**src/rtl/sm_drv_pkg.sv**
```systemverilog
// Shared FSM state type, default 50 MHz timing constants and sizing helpers
// for the stepper power-driver interface.
package sm_drv_pkg;

  typedef enum logic [2:0] {
    ST_DISABLED = 3'd0,
    ST_ENA_WAIT = 3'd1,
    ST_IDLE     = 3'd2,
    ST_DIR_WAIT = 3'd3,
    ST_STEP_HI  = 3'd4,
    ST_STEP_LO  = 3'd5
  } sm_state_t;

  // Defaults give 2 us / 2 us / 5 us / 10 us at a 50 MHz clock.
  localparam int unsigned DEF_STEP_HIGH_CYC = 100;
  localparam int unsigned DEF_STEP_LOW_CYC  = 100;
  localparam int unsigned DEF_DIR_SETUP_CYC = 250;
  localparam int unsigned DEF_ENA_SETUP_CYC = 500;
  localparam int unsigned DEF_POS_W         = 32;
  localparam int unsigned OVR_W             = 16;

  function automatic int unsigned max_u(input int unsigned a, input int unsigned b);
    return (a > b) ? a : b;
  endfunction

  // Bits needed to hold values 0 .. n-1 (never less than one bit).
  function automatic int unsigned cnt_width(input int unsigned n);
    return (n > 1) ? $clog2(n) : 1;
  endfunction

endpackage

```
**src/rtl/sm_cycle_timer.sv**
```systemverilog
// Loadable down-counter used by the step driver FSM to time each state;
// done is high while the count sits at zero.
module sm_cycle_timer #(
  parameter int unsigned CNT_W = 9
) (
  input  logic             clk,
  input  logic             rst,
  input  logic             load,
  input  logic [CNT_W-1:0] value,
  output logic             done
);

  logic [CNT_W-1:0] r_count;

  always_ff @(posedge clk or negedge rst) begin
    if (!rst) begin
      r_count <= '0;
    end else if (load) begin
      r_count <= value;
    end else if (r_count != '0) begin
      r_count <= r_count - CNT_W'(1);
    end
  end

  assign done = (r_count == '0);

endmodule

```
**src/rtl/sm_step_driver.sv**
```systemverilog
// Shapes step requests into safe STEP/DIR/ENA timing for the external power
// driver, tracks absolute position, enforces limit switches, counts overruns.
module sm_step_driver
  import sm_drv_pkg::*;
#(
  parameter int unsigned STEP_HIGH_CYC = DEF_STEP_HIGH_CYC,
  parameter int unsigned STEP_LOW_CYC  = DEF_STEP_LOW_CYC,
  parameter int unsigned DIR_SETUP_CYC = DEF_DIR_SETUP_CYC,
  parameter int unsigned ENA_SETUP_CYC = DEF_ENA_SETUP_CYC,
  parameter int unsigned POS_W         = DEF_POS_W
) (
  input  logic                    clk,
  input  logic                    rst,
  input  logic                    drv_step,
  input  logic                    drv_dir,
  input  logic                    drv_enable_SM,
  input  logic                    lim_fwd,
  input  logic                    lim_rev,
  input  logic                    pos_clr,
  output logic                    sm_step,
  output logic                    sm_dir,
  output logic                    sm_ena,
  output logic signed [POS_W-1:0] position,
  output logic                    busy,
  output logic                    limit_hit,
  output logic [OVR_W-1:0]        overrun_cnt
);

  localparam int unsigned MAX_CYC = max_u(max_u(STEP_HIGH_CYC, STEP_LOW_CYC),
                                          max_u(DIR_SETUP_CYC, ENA_SETUP_CYC));
  localparam int unsigned CNT_W   = cnt_width(MAX_CYC);

  sm_state_t r_state;
  sm_state_t w_state_nxt;

  logic                    r_step_d;
  logic                    r_pend;
  logic                    r_pend_dir;
  logic                    r_sm_step;
  logic                    r_sm_dir;
  logic                    r_sm_ena;
  logic                    r_busy;
  logic                    r_limit_hit;
  logic signed [POS_W-1:0] r_pos;
  logic [OVR_W-1:0]        r_ovr;

  logic             w_rise;
  logic             w_lim_block;
  logic             w_limit_drop;
  logic             w_step_done;
  logic             w_consume;
  logic             w_tmr_load;
  logic             w_tmr_done;
  logic [CNT_W-1:0] w_tmr_val;

  assign w_rise      = drv_step & ~r_step_d;
  assign w_lim_block = r_pend_dir ? lim_fwd : lim_rev;

  // Next-state decision; an enable drop overrides everything.
  always_comb begin
    w_state_nxt  = r_state;
    w_limit_drop = 1'b0;
    w_step_done  = 1'b0;
    if (!drv_enable_SM) begin
      w_state_nxt = ST_DISABLED;
    end else begin
      case (r_state)
        ST_DISABLED: w_state_nxt = ST_ENA_WAIT;
        ST_ENA_WAIT: if (w_tmr_done) w_state_nxt = ST_IDLE;
        ST_IDLE: begin
          if (r_pend) begin
            if (w_lim_block) begin
              w_limit_drop = 1'b1;
            end else if (r_pend_dir != r_sm_dir) begin
              w_state_nxt = ST_DIR_WAIT;
            end else begin
              w_state_nxt = ST_STEP_HI;
            end
          end
        end
        ST_DIR_WAIT: if (w_tmr_done) w_state_nxt = ST_STEP_HI;
        ST_STEP_HI: begin
          if (w_tmr_done) begin
            w_state_nxt = ST_STEP_LO;
            w_step_done = 1'b1;
          end
        end
        ST_STEP_LO: if (w_tmr_done) w_state_nxt = ST_IDLE;
        default:    w_state_nxt = ST_DISABLED;
      endcase
    end
  end

  // Timer is reloaded with N-1 on entry so the state lasts exactly N cycles.
  always_comb begin
    w_tmr_val = '0;
    case (w_state_nxt)
      ST_ENA_WAIT: w_tmr_val = CNT_W'(ENA_SETUP_CYC - 1);
      ST_DIR_WAIT: w_tmr_val = CNT_W'(DIR_SETUP_CYC - 1);
      ST_STEP_HI:  w_tmr_val = CNT_W'(STEP_HIGH_CYC - 1);
      ST_STEP_LO:  w_tmr_val = CNT_W'(STEP_LOW_CYC - 1);
      default:     w_tmr_val = '0;
    endcase
  end

  assign w_tmr_load = (w_state_nxt != r_state);
  assign w_consume  = w_limit_drop |
                      ((w_state_nxt == ST_STEP_HI) && (r_state != ST_STEP_HI));

  sm_cycle_timer #(
    .CNT_W (CNT_W)
  ) u_timer (
    .clk   (clk),
    .rst   (rst),
    .load  (w_tmr_load),
    .value (w_tmr_val),
    .done  (w_tmr_done)
  );

  // One-deep request latch; a new edge in the consuming cycle is accepted.
  always_ff @(posedge clk or negedge rst) begin
    if (!rst) begin
      r_step_d   <= 1'b0;
      r_pend     <= 1'b0;
      r_pend_dir <= 1'b0;
      r_ovr      <= '0;
    end else begin
      r_step_d <= drv_step;
      if (!drv_enable_SM || (r_state == ST_DISABLED)) begin
        r_pend <= 1'b0;
      end else if (w_rise) begin
        if (r_pend && !w_consume) begin
          if (r_ovr != '1) r_ovr <= r_ovr + OVR_W'(1);
        end else begin
          r_pend     <= 1'b1;
          r_pend_dir <= drv_dir;
        end
      end else if (w_consume) begin
        r_pend <= 1'b0;
      end
    end
  end

  // State register and registered driver outputs, all derived from next state.
  always_ff @(posedge clk or negedge rst) begin
    if (!rst) begin
      r_state     <= ST_DISABLED;
      r_sm_step   <= 1'b0;
      r_sm_dir    <= 1'b0;
      r_sm_ena    <= 1'b0;
      r_busy      <= 1'b0;
      r_limit_hit <= 1'b0;
      r_pos       <= '0;
    end else begin
      r_state     <= w_state_nxt;
      r_sm_step   <= (w_state_nxt == ST_STEP_HI);
      r_sm_ena    <= (w_state_nxt != ST_DISABLED);
      r_busy      <= (w_state_nxt != ST_IDLE) && (w_state_nxt != ST_DISABLED);
      r_limit_hit <= w_limit_drop;
      if ((r_state == ST_IDLE) && (w_state_nxt == ST_DIR_WAIT)) begin
        r_sm_dir <= r_pend_dir;
      end
      if (pos_clr) begin
        r_pos <= '0;
      end else if (w_step_done) begin
        r_pos <= r_sm_dir ? (r_pos + POS_W'(1)) : (r_pos - POS_W'(1));
      end
    end
  end

  assign sm_step     = r_sm_step;
  assign sm_dir      = r_sm_dir;
  assign sm_ena      = r_sm_ena;
  assign position    = r_pos;
  assign busy        = r_busy;
  assign limit_hit   = r_limit_hit;
  assign overrun_cnt = r_ovr;

endmodule

```
**config.mk**
```make
export PLATFORM = sky130hd
export DESIGN_NAME = sm_step_driver
export DESIGN_NICKNAME = d
export VERILOG_FILES = /design/src/rtl/sm_drv_pkg.sv /design/src/rtl/sm_cycle_timer.sv /design/src/rtl/sm_step_driver.sv
export SDC_FILE = /design/constraint.sdc
export NUM_CORES = 1
export LEC_CHECK = 0
export CAP_MARGIN = 30
export CORE_MARGIN = 4
export CORE_UTILIZATION = 55
export CTS_BUF_LIST = sky130_fd_sc_hd__clkbuf_4 sky130_fd_sc_hd__clkbuf_8 sky130_fd_sc_hd__clkbuf_16
export DETAILED_ROUTE_END_ITERATION = 10
export DONT_BUFFER_PORTS = 1
export GPL_TIMING_DRIVEN = 0
export PLACE_DENSITY = 0.7
export SYNTH_ARGS = -nofsm -noshare
export SYNTH_HDL_FRONTEND = slang
export SYNTH_SLANG_ARGS = --single-unit
```
**constraint.sdc**
```tcl
create_clock -name clk -period 4.2 [get_ports clk]
set_input_delay 0.84 -clock clk [delete_from_list [all_inputs] [get_ports clk]]
set_output_delay 0.84 -clock clk [all_outputs]
set_load 0.005 [all_outputs]
```
==> impl_metrics.csv, run 1 <==
group,metric,value,unit
worst_setup_path,path_cells,"inv_1 > buf_16 > ha_1 > nor2b_1 > o211ai_1 > a31oi_1 > nand4_1 > and3_1 > o31ai_1 > nor4_1 > a211o_1",
finish,fillers,707,
finish,fin_cells,640,
finish,multi_input_area,0.00281,mm^2
synthesis,ys_seq_area_share,36.4,%
detailed_routing,drcViolationCount,0,
sta,tightest_slew,567,ps
clock_tree,clockBufferDepth,2,
finish,final_cell_area,0.00504,mm^2
clock_tree,clk_root_buffer_cell,"clkbuf_8",
worst_setup_path,cp.required,4440,ps
synthesis,syn-num-nets,561,
sta,fin_crit_sh,88.6,%
sta,relSlewSlack,61.8,%
sta,slew_violations,0,
sta,clock_skew,11.0,ps
placed_design,place_congestion,0.868,
finish,areaGrowthSynthToFinish,7.98,%
clock_tree,hold_buffers,0,
synthesis,synth-edff-count,0,
synthesis,syn_inst,519,
grt,groute.usage.overall,22.9,%
detailed_routing,via_per_inst,6.08,
detailed_routing,via_count,3892,
placed_design,place_area,0.00483,mm^2
clock_tree,numCtsBuffers,9,
pwr,powerDensity,394,mW/mm^2
placed_design,port_buffers,0,
clock_tree,cts_tree,"done",
detailed_routing,first_pass_iters,6,
sta,finalSetupTns,0,ps
floorplanning,fp-row-count,33,
sta,whs,168,ps
placed_design,hpwlAfterDp,8030,um
sta,max_freq,0.269,GHz
detailed_routing,drt_wl_total,11000,um
detailed_routing,wl_per_cell,17.3,um
clock_tree,cts_sinks,68,
worst_setup_path,r2r_start,"sm_dir$_DFFE_PN0P_",
worst_setup_path,cp_max_fo,23,
grt,gr-total-overflow,0,
worst_setup_path,reg2reg_depth,11,
finish,regArea,0.00170,mm^2
synthesis,synth_area_leaders,"dfrtp_1, ha_1, xnor2_1, a21oi_1, nand2_1",
synthesis,ys_seq_elements,68,
worst_setup_path,end_kind,"flop",
clock_tree,htreeDepth,3,
grt,grt_pass1_wl,18600,um
finish,utilization,61.1,%
synthesis,synth_warnings,0,
pwr,leakage,2.34,nW
clock_tree,clock_latency,360,ps
grt,grt_pass1_vias,3747,
worst_setup_path,rrSetupSlack,480,ps
detailed_routing,drt-initial-drc-count,153,
sta,hold_viol_final,0,
floorplanning,coreArea,0.00826,mm^2
grt,grt_antenna_before_repair,0,
pwr,peakVddDrop,0.267,mV
synthesis,async_flop_share,100,%
worst_setup_path,critPathLaunchType,"flop",
worst_setup_path,r2r-end,"position[28]$_DFFE_PN0P_",
status,status,"complete, no violations",
synthesis,synth.avg_cell_area,9.00,um^2
sta,period_minus_slack,3720,ps
clock_tree,cts_resized,0,
synthesis,yosys.cell_types.count,60,
worst_hold_path,min-delay-path-class,"primary input to async pin",
worst_setup_path,path_class,"flop to flop",
synthesis,synth_flop_cell,"dfrtp_1",
detailed_routing,antenna_left,0,
synthesis,synth_area_leader_cell,"dfrtp_1",
floorplanning,start_util,56.6,%
floorplanning,pin_count,61,
clock_tree,cts.clk_slew.worst_paths,80,ps
finish,num_antenna_cells,0,
run,cap_violations,0,
floorplanning,die-area,0.0100,mm^2
worst_setup_path,cpPeakStageDelay,550,ps
placed_design,dp_cells,625,
floorplanning,fp.dieW,100,um
worst_setup_path,cp.arrival,3970,ps
finish,finalNetCount,573,
synthesis,synth_top_area_share,36.4,%
floorplanning,die_h,100,um
clock_tree,post_cts.repair.setup_buffers,0,
finish,drive_above_1_share,7.29,%
synthesis,syn_area,0.00467,mm^2
worst_setup_path,cpMaxStageDelayCell,"dfrtp_1",
worst_setup_path,startpoint,"sm_dir$_DFFE_PN0P_",
sta,postLayoutSetupSlackWorst,477,ps
pwr,design_power_total,1.99,mW
sta,setup_viol_count_final,0,
grt,grt_start_max_net_pins,69,
sta,rsz0062_at_grt,"no",
placed_design,post-place-ws,429,ps
[how the worst max path moves through the flow]
stage                                to  depth (start not counted)  slack [ps]
3_5_place_dp   position[28]$_DFFE_PN0P_                         11         430
4_1_cts        position[28]$_DFFE_PN0P_                         11         410
2_1_floorplan  position[25]$_DFFE_PN0P_                         10        1080
3_3_place_gp   position[25]$_DFFE_PN0P_                         10         230
5_1_grt        position[28]$_DFFE_PN0P_                         11         180
6_report       position[28]$_DFFE_PN0P_                         11         480
[cell usage in the layout, fill, tap and decap left out, types with 15 or more instances in the layout]
cell type,n
a21o_1,16
a21oi_1,49
dfrtp_1,68
ha_1,33
inv_1,20
nand2_1,52
nand3_1,19
nor2_1,24
nor3_1,15
o21ai_0,26
xnor2_1,29
[final cells by class]
type | count | area share (%)
buffer | 16 | 1.61
multi-input combinational | 415 | 55.8
inverter | 20 | 1.49
clock inverter | 6 | 1.79
sequential | 68 | 33.7
tap | 105 | 2.60
timing repair buffer | 1 | 0.546
clock buffer | 9 | 2.46
[state kept, by name, indices dropped and copies added, names as in the netlist, 3 cells and up]
name             cells
r_state              3
overrun_cnt         16
u_timer.r_count      9
position            32
[Yosys cell counts (all sizes together) (2+ instances only)]
cell type,count
mux2i,2
nand4b,3
o21ai,28
o31ai,6
and3,14
and4,4
nand3b,10
clkbuf,9
nor3b,7
or2,3
nor3,15
o211ai,5
nand3,19
o21bai,3
o21a,6
a21oi,49
a311oi,2
or4,5
nor2,24
dfrtp,68
xnor2,29
xor2,9
nand2,52
ha,33
a31oi,6
nor2b,8
a21o,16
buf,7
a21boi,5
nor4,3
mux2,5
a211oi,7
nand4,8
or3,6
a31o,2
inv,20
nand2b,5
[power breakdown]
group          total, mW  internal (mW)  switching (mW)
clock network      0.608          0.331           0.277
registers          0.760          0.700          0.0600
logic              0.619          0.261           0.359
total               1.99           1.29           0.696
[logic make-up after synthesis]
group,Yosys count,share of synthesized area [%]
XOR/XNOR,38,7.13
flip-flops,68,36.4
AO/OA/AOI/OAI,147,20.1
buffers and inverters,36,3.35
adder cells (fa/ha/maj),34,9.27
AND/OR/NAND/NOR,189,22.1
multiplexers,7,1.63
[worst max-delay path: cells and delay by family (launching register included)]
kind	cells	cell delay (ps)
compound gates	4	1140
fa+ha+maj	1	340
buf+inv	2	600
flops	1	550
simple gates	4	990
[per-layer routing]
metal | track usage (%) | vias to the layer above | routed length, um
met3 | 6.05 | 14 | 744
li1 | - | 1923 | -
met4 | 6.42 | 0 | 131
met2 | 36.1 | 111 | 5150
met5 | 0 | - | 0
met1 | 31.3 | 1844 | 5020
No activity file was read; power rests on OpenSTA's default activity.
==> inputs of run 2 (changes only) <==
--- a/config.mk
+++ b/config.mk
@@ -10,9 +10,8 @@
 export CORE_UTILIZATION = 55
 export CTS_BUF_LIST = sky130_fd_sc_hd__clkbuf_4 sky130_fd_sc_hd__clkbuf_8 sky130_fd_sc_hd__clkbuf_16
 export DETAILED_ROUTE_END_ITERATION = 10
-export DONT_BUFFER_PORTS = 1
 export GPL_TIMING_DRIVEN = 0
-export PLACE_DENSITY = 0.7
+export PLACE_DENSITY = 0.8
 export SYNTH_ARGS = -nofsm -noshare
 export SYNTH_HDL_FRONTEND = slang
 export SYNTH_SLANG_ARGS = --single-unit
==> constraint.sdc (replaced) <==
create_clock -name clk -period 3.9 [get_ports clk]
set_input_delay 0.78 -clock clk [delete_from_list [all_inputs] [get_ports clk]]
set_output_delay 0.78 -clock clk [all_outputs]
set_load 0.005 [all_outputs]
==> run 2 against run 1 <==
Compared with the run above: sequential share of layout area shrank 3.5 points; worst setup slack got worse by 24 ps; register-to-register slack worse by 20 ps; count of clock-buffer cells in the layout is 2 higher; global-route usage increased by 1.6 points; maximum frequency up 8.0%; clock power rose by 1%; via count increased by 10%; flip-flop and latch count is the same.
==> impl_metrics.csv, run 2 (synthesis results as in run 1) <==
group,metric,value,unit
detailed_routing,drt-initial-drc-count,218,
pwr,leakage,2.56,nW
floorplanning,fp.dieW,100,um
detailed_routing,wl_per_cell,16.8,um
clock_tree,numCtsBuffers,9,
clock_tree,clk_root_buffer_cell,"clkbuf_8",
sta,setup_viol_count_final,0,
worst_setup_path,cp_max_fo,8,
pwr,peakVddDrop,0.308,mV
sta,fin_crit_sh,88.4,%
finish,areaGrowthSynthToFinish,20.6,%
pwr,design_power_total,2.15,mW
finish,fillers,665,
finish,num_antenna_cells,0,
grt,gr-total-overflow,0,
sta,hold_viol_final,0,
finish,drive_above_1_share,6.88,%
clock_tree,post_cts.repair.setup_buffers,0,
clock_tree,cts_tree,"done",
floorplanning,start_util,56.6,%
placed_design,place_area,0.00543,mm^2
grt,groute.usage.overall,24.6,%
finish,final_cell_area,0.00563,mm^2
detailed_routing,via_per_inst,6.13,
worst_setup_path,cp.arrival,3690,ps
run,cap_violations,0,
sta,period_minus_slack,3450,ps
sta,relSlewSlack,42.1,%
detailed_routing,first_pass_iters,4,
finish,multi_input_area,0.00281,mm^2
grt,grt_pass1_vias,4339,
floorplanning,die_h,100,um
floorplanning,pin_count,61,
clock_tree,htreeDepth,3,
placed_design,place_congestion,0.897,
sta,whs,492,ps
grt,grt_start_max_net_pins,69,
detailed_routing,drt_wl_total,11800,um
floorplanning,die-area,0.0100,mm^2
sta,postLayoutSetupSlackWorst,453,ps
sta,clock_skew,13.1,ps
pwr,combPwrFrac,33.4,%
worst_setup_path,path_class,"flop to flop",
sta,tightest_slew,869,ps
sta,max_freq,0.290,GHz
finish,utilization,68.2,%
clock_tree,hold_buffers,0,
finish,layout_commonest_cell,"dfrtp_1",
worst_setup_path,end_kind,"flop",
placed_design,hpwlAfterDp,8560,um
sta,slew_violations,0,
clock_tree,cts.clk_slew.worst_paths,80,ps
grt,grt_pass1_wl,20100,um
worst_setup_path,critPathLaunchType,"flop",
worst_setup_path,cp.required,4140,ps
detailed_routing,drcViolationCount,0,
finish,finalNetCount,633,
finish,largest_reg_flops,32,
pwr,power_frac_seq,38.0,%
detailed_routing,via_count,4299,
clock_tree,cts_sinks,68,
clock_tree,cts_resized,0,
floorplanning,fp-row-count,33,
grt,grt_antenna_before_repair,0,
pwr,powerDensity,382,mW/mm^2
finish,regArea,0.00170,mm^2
placed_design,post-place-ws,487,ps
pwr,intPower,1.38,mW
finish,final_cell_mix,"dfrtp_1, clkdlybuf4s50_1, nand2_1",
pwr,pwr-share-clk,28.6,%
clock_tree,clockBufferDepth,2,
placed_design,port_buffers,60,
sta,rsz0062_at_grt,"no",
clock_tree,clock_latency,350,ps
worst_hold_path,min-delay-path-class,"flop to flop",
floorplanning,coreArea,0.00826,mm^2
status,status,"complete, no violations",
pwr,net-switching-power,776,uW
pwr,sw_frac_of_total,36.1,%
detailed_routing,antenna_left,0,
run 2: critical path: stages (launching register included):
cell and delay [ps]:
dfrtp_1 500, inv_1 280, ha_1 430, nor2b_1 270, o211ai_1 160, a31oi_1 390, nand4_1 330, and3_1 310
o31ai_1 310, nor4_1 80, a211o_1 290
run 2: final cells by class:
type,instances,share of cell area [%]
Sequential cell,68,30.2
Buffer,16,1.44
Tap cell,105,2.33
Multi-Input combinational cell,415,49.9
Clock buffer,11,2.58
Inverter,20,1.33
Timing Repair Buffer,61,11.1
Clock inverter,5,1.07
run 2: through the flow:
| step | TNS [ps] | cells |
|---|---|---|
| finish | 0 | 701 |
| floorplan | 0 | 519 |
| global placement | -19640 | 684 |
| detailed placement | 0 | 685 |
| global route | 0 | 701 |
| CTS | 0 | 701 |
run 2: worst paths after layout:
path	startpoint	endpoint	slack [ps]	depth (start not counted)
max	sm_dir$_DFFE_PN0P_	position[28]$_DFFE_PN0P_	450	10
min reg2reg	overrun_cnt[5]$_DFFE_PN0P_	overrun_cnt[5]$_DFFE_PN0P_	490	1
max in group asynchronous	rst	overrun_cnt[2]$_DFFE_PN0P_	2790	1
max reg2reg	sm_dir$_DFFE_PN0P_	position[28]$_DFFE_PN0P_	450	10
min in group asynchronous	rst	position[7]$_DFFE_PN0P_	520	1
min	overrun_cnt[5]$_DFFE_PN0P_	overrun_cnt[5]$_DFFE_PN0P_	490	1
run 2: power groups by stage:
stage | Clock [mW] | Combinational (mW) | Sequential, mW
after global placement | 0 | 0.662 | 0.826
after detailed placement | 0 | 0.704 | 0.830
final | 0.616 | 0.718 | 0.817
after floorplan | 0 | 0.532 | 0.816
after CTS | 0.622 | 0.711 | 0.817
after global routing | 0.656 | 0.796 | 0.826
run 2: layer usage:
layer  vias up  GRT usage, %  wire length (um)
met4         0          8.70               244
met5         -             0                 0
met2       150          41.7              5850
met1      2071          31.0              4910
met3        28          5.07               799
li1       2050             -                 -
